==> config.mk <==
export PLATFORM = sky130hd
export DESIGN_NAME = uart_program_loader
export DESIGN_NICKNAME = d
export VERILOG_FILES = /design/src/rtl/uart_program_loader.sv
export SDC_FILE = /design/constraint.sdc
export NUM_CORES = 1
export LEC_CHECK = 0
export CAP_MARGIN = 20
export CORE_ASPECT_RATIO = 1.4
export CORE_UTILIZATION = 45
export DETAILED_ROUTE_END_ITERATION = 12
export PLACE_DENSITY = 0.65
export SYNTH_ARGS = -nofsm -noshare
export SYNTH_HDL_FRONTEND = slang
export SYNTH_SLANG_ARGS = --single-unit
==> constraint.sdc <==
create_clock -name clk -period 3.7 [get_ports clk]
set_input_delay 0.555 -clock clk [delete_from_list [all_inputs] [get_ports clk]]
set_output_delay 0.555 -clock clk [all_outputs]
set_load 0.005 [all_outputs]
==> src/rtl/uart_program_loader.sv <==
// Boot loader: receives a length-prefixed little-endian word image over UART bytes,
// writes it to RAM, answers ACK/NAK. Optional checksum byte when LOADER_CHECKSUM_EN is defined.
module uart_program_loader #(
    parameter logic [31:0] BASE_ADDR = 32'h0,
    parameter int unsigned MAX_WORDS = 16384,
    parameter logic [7:0]  ACK_BYTE  = 8'hAA,
    parameter logic [7:0]  NAK_BYTE  = 8'hEE
) (
    input  logic        clk,
    input  logic        rstn,
    input  logic [7:0]  rx_data,
    input  logic        rx_ready,
    input  logic        rx_ferr,
    output logic [7:0]  tx_data,
    output logic        tx_start,
    input  logic        tx_busy,
    output logic        mem_en,
    output logic        mem_we,
    output logic [31:0] mem_addr,
    output logic [31:0] mem_wdata,
    output logic        done
);

    // state    | meaning
    // S_HDR    | collecting the 4-byte word count
    // S_DATA   | collecting payload words, one RAM write per word
    // S_FINISH | payload complete (waits for checksum byte if enabled)
    // S_ACK    | waiting for transmitter idle, then sends ACK_BYTE
    // S_NAK    | waiting for transmitter idle, then sends NAK_BYTE and rearms
    // S_DONE   | load complete, everything ignored until reset
    typedef enum logic [2:0] {S_HDR, S_DATA, S_FINISH, S_ACK, S_NAK, S_DONE} state_t;

    state_t      state;
    logic [1:0]  byte_idx;
    logic [23:0] asm_word;
    logic [31:0] count;
    logic [31:0] word_cnt;
    logic [31:0] addr;
    logic [31:0] full_word;
`ifdef LOADER_CHECKSUM_EN
    logic [7:0]  sum;
`endif

    // Only meaningful on the fourth byte of a word.
    assign full_word = {rx_data, asm_word};

    always_ff @(posedge clk or negedge rstn) begin
        if (!rstn) begin
            state     <= S_HDR;
            byte_idx  <= 2'd0;
            asm_word  <= 24'd0;
            count     <= 32'd0;
            word_cnt  <= 32'd0;
            addr      <= BASE_ADDR;
            tx_data   <= 8'd0;
            tx_start  <= 1'b0;
            mem_en    <= 1'b0;
            mem_we    <= 1'b0;
            mem_addr  <= 32'd0;
            mem_wdata <= 32'd0;
            done      <= 1'b0;
`ifdef LOADER_CHECKSUM_EN
            sum       <= 8'd0;
`endif
        end else begin
            mem_en   <= 1'b0;
            mem_we   <= 1'b0;
            tx_start <= 1'b0;
            case (state)
                S_HDR, S_DATA: begin
                    if (rx_ready) begin
                        if (rx_ferr) begin
                            state <= S_NAK;
                        end else begin
                            byte_idx <= byte_idx + 2'd1;
                            case (byte_idx)
                                2'd0:    asm_word[7:0]   <= rx_data;
                                2'd1:    asm_word[15:8]  <= rx_data;
                                2'd2:    asm_word[23:16] <= rx_data;
                                default: asm_word        <= asm_word;
                            endcase
`ifdef LOADER_CHECKSUM_EN
                            if (state == S_DATA)
                                sum <= sum + rx_data;
`endif
                            if (byte_idx == 2'd3) begin
                                if (state == S_HDR) begin
                                    count <= full_word;
                                    if (full_word > MAX_WORDS)
                                        state <= S_NAK;
                                    else if (full_word == 32'd0)
                                        state <= S_FINISH;
                                    else
                                        state <= S_DATA;
                                end else begin
                                    mem_en    <= 1'b1;
                                    mem_we    <= 1'b1;
                                    mem_addr  <= addr;
                                    mem_wdata <= full_word;
                                    addr      <= addr + 32'd4;
                                    word_cnt  <= word_cnt + 32'd1;
                                    if (word_cnt + 32'd1 == count)
                                        state <= S_FINISH;
                                end
                            end
                        end
                    end
                end
                S_FINISH: begin
`ifdef LOADER_CHECKSUM_EN
                    if (rx_ready) begin
                        if (!rx_ferr && rx_data == sum)
                            state <= S_ACK;
                        else
                            state <= S_NAK;
                    end
`else
                    state <= S_ACK;
`endif
                end
                S_ACK: begin
                    if (!tx_busy) begin
                        tx_start <= 1'b1;
                        tx_data  <= ACK_BYTE;
                        done     <= 1'b1;
                        state    <= S_DONE;
                    end
                end
                S_NAK: begin
                    if (!tx_busy) begin
                        tx_start <= 1'b1;
                        tx_data  <= NAK_BYTE;
                        byte_idx <= 2'd0;
                        word_cnt <= 32'd0;
                        addr     <= BASE_ADDR;
`ifdef LOADER_CHECKSUM_EN
                        sum      <= 8'd0;
`endif
                        state    <= S_HDR;
                    end
                end
                default: ;
            endcase
        end
    end

endmodule

==> run_results.csv <==
group,metric,value,unit
yosys,synth.distinct_cells,56,
floorplan,die_h,171,um
yosys,syn_area_per_cell,9.56,um2
timing,fmax,298,MHz
layout,drive_above_1_share,12.5,%
route,routed_via_density,5.50,
hold_path,hold_class,"in2async",
cts,cts_hold_buf,0,
timing,tightestPinTransition,882,ps
route,route.met2.wl,11900,um
worst_setup_path,path_class,"reg2reg",
global_routing,antenna_found_initial,0,
pwr,p_per_area,496,nW/um2
layout,final_cells,1298,
cts,cts-resized-gates,0,
layout,antenna_cells,0,
timing,rsz0062_at_grt,"false",
yosys,synth-edff-count,0,
timing,slew_viol_final,0,
status,status,"completed",
worst_setup_path,slowest_delay,590,ps
placement,port_buffers,84,
floorplan,start_util,46.1,%
timing,layout_setup_ws,345,ps
placement,dp.cells,1267,
cts,cts_buffer_depth,2,
route,wl_met1,9510,um
pwr,vdd_ir_drop_max,337,uV
pwr,p_sw_share,30.6,%
route,routedWlPerCell,17.6,um
yosys,synthCells,961,
worst_setup_path,path_delay_family,"simple AND/OR/NAND/NOR gates",
floorplan,num_rows,61,
worst_setup_path,slowest_stage,"or4_1",
timing,fin_setup_tns,0,ps
floorplan,die_x,123,um
worst_setup_path,r2r_start,"word_cnt[0]",
route,drc,0,
cts,clk_pin_slew,80,ps
route,vias,7143,
cts,cts_setup_buffers,0,
timing,fin_crit,3350,ps
yosys,ys_ff_latch,190,
cts,cts.sinks,190,
route,dr.pass1.iters,5,
global_routing,gr-total-overflow,0,
cts,cts.htree.levels,4,
floorplan,dieArea,21000,um2
route,topRoutingLayerUsed,"met4",
yosys,syn_area,9190,um2
global_routing,grt_pass1_vias,7051,
cts,cts_root_buf,"clkbuf_16",
worst_setup_path,worstSetupEndpointType,"flip-flop",
timing,slew_headroom,41.0,%
layout,n_fill_cell,1771,
worst_setup_path,r2r-end,"state[0]",
worst_setup_path,crit_arrival,3670,ps
route,wl,22800,um
layout,multi_input_area,4150,um2
cts,cts_buffers,17,
worst_setup_path,rrSetupSlack,350,ps
timing,final.setup_skew,8.55,ps
layout,regArea,4750,um2
timing,hold_viol,0,
layout,postLayoutCoreUtil,54.7,%
timing,whs,166,ps
job,max-cap-violations,0,
yosys,synthArstFlopShare,100,%
worst_setup_path,crit_top_cell,"or4_1",
floorplan,core_area,19900,um2
yosys,synth-seq-area-share,51.7,%
yosys,yosysWarnings,0,
placement,place_ws,337,ps
worst_setup_path,reg2regPathDepth,9,
global_routing,grt_util_all_layers,23.2,%
placement,dp_hpwl,15800,um
worst_setup_path,crit_fanout,7,
pwr,switching_power,1.65,mW
worst_setup_path,startpoint_type,"flip-flop",
pwr,p_leak,5.05,nW
pwr,power_frac_seq,47.8,%
cts,cts_tree,"done",
route,wl_met3,695,um
floorplan,io_pins,89,
pwr,p_comb_share,17.9,%
worst_setup_path,critPathBufInv,0,
route,antenna_left,0,
route,drtIter0Drc,286,
layout,syn_to_final_growth,18.7,%
timing,finalCritPeriodShare,90.7,%
worst_setup_path,cp.required,4020,ps
pwr,power_frac_clock,34.3,%
global_routing,grt_pass1_wl,37100,um
global_routing,grt_max_degree,91,
timing,setup_violations,0,
placement,routabilityCongestion,0.870,
yosys,synthFlopType,"dfrtp_1",
cts,clk_latency,430,ps
layout,nets,1053,
pwr,intPower,3.75,mW
worst_setup_path,worstPathCellList,"ha_1, nand3_1, or4_1, xnor2_1, nor4_2, o2111ai_1, or4_1, o31a_1, mux2_4",
-- power by group through the flow --
stage,clock network (mW),logic (mW),registers [mW]
after detailed placement,0,0.967,2.62
after floorplan,0,0.655,2.51
after CTS,1.88,0.973,2.59
after global placement,0,0.950,2.62
after global routing,1.96,1.07,2.62
final,1.85,0.968,2.58
-- cells by family (layout without fill, tap and decap cells) --
group / Yosys count / after routing / share of synthesized area [%]
buf+inv: 69 / 151 / 3.38
flops: 190 / 190 / 51.7
compound gates: 141 / 141 / 9.04
simple gates: 435 / 435 / 22.0
fa+ha+maj: 6 / 6 / 0.817
other cells: 1 / 4 / 0.0408
xor+xnor: 57 / 57 / 5.43
mux: 62 / 62 / 7.57
-- cell usage in the layout (no fill, tap or decap), types with 14 or more instances in the layout --
cell type,n
a21oi_1,36
buf_4,22
clkbuf_16,17
clkdlybuf4s50_1,83
dfrtp_1,190
mux2_2,56
nand2_1,259
nand3_1,23
nand4_1,19
nor2_1,42
nor4_1,15
o21ai_0,59
o31ai_1,14
xnor2_1,32
xor2_1,25
-- state kept, by name, summed over array words and instances, names as in the netlist --
name	cells
done	1
asm_word	24
tx_start	1
addr	30
tx_data	2
state	3
count	32
word_cnt	32
byte_idx	2
mem_addr	30
mem_wdata	32
mem_we	1
-- cells in the mapped netlist (all sizes together) (7+ instances only) --
cell      n  share of area [%]
nand2   259                 11
dfrtp   190                 52
o21ai    59                3.2
mux2     57                7.0
nor2     44                1.8
clkbuf   40                1.6
a21oi    36                2.0
xnor2    32                3.0
nand3    25                1.4
xor2     25                2.4
nand4    20                1.5
nor4     18                1.5
buf      17                1.3
o31ai    14                1.1
or3      13               0.88
and3     11               0.75
inv      11               0.45
nor3     10               0.65
and4      8               0.76
a31oi     7               0.48
-- through the flow --
stage               cell area (um2)  power [mW]
floorplan                      9200        3.16
detailed placement            10300        3.59
CTS                           10900        5.44
global route                  10900        5.65
global placement              10300        3.57
finish                        10900        5.40
-- final cells by class --
| type | instances | area share, % |
|---|---|---|
| flip-flops and latches | 190 | 43.6 |
| multi-input cells | 705 | 38.1 |
| repair buffers | 108 | 9.63 |
| clock buffers | 18 | 4.03 |
| well taps | 252 | 2.89 |
| clock inverters | 13 | 1.37 |
| inverters | 12 | 0.413 |
-- worst reg2reg max path, stage by stage, from the launching register on --
cell and delay [ps]:
dfrtp_1 460, ha_1 290, nand3_1 130, or4_1 590
xnor2_1 180, nor4_2 250, o2111ai_1 140, or4_1 530
o31a_1 360, mux2_4 310
-- layer usage --
metal / vias up / GRT usage (%)
li1: 3433 / -
met1: 3544 / 28.3
met2: 132 / 40.3
met3: 34 / 3.70
met4: 0 / 10.0
met5: - / 0
-- worst max-delay path by stage --
stage / startpoint / endpoint / cells after the start
2_1_floorplan: word_cnt[0] / state[0] / 9
3_3_place_gp: tx_busy / state[0] / 9
3_5_place_dp: tx_busy / state[0] / 9
4_1_cts: word_cnt[0] / state[0] / 9
5_1_grt: word_cnt[0] / state[0] / 9
6_report: word_cnt[0] / state[0] / 9
Note: power is estimated with default switching activity, not from simulation.
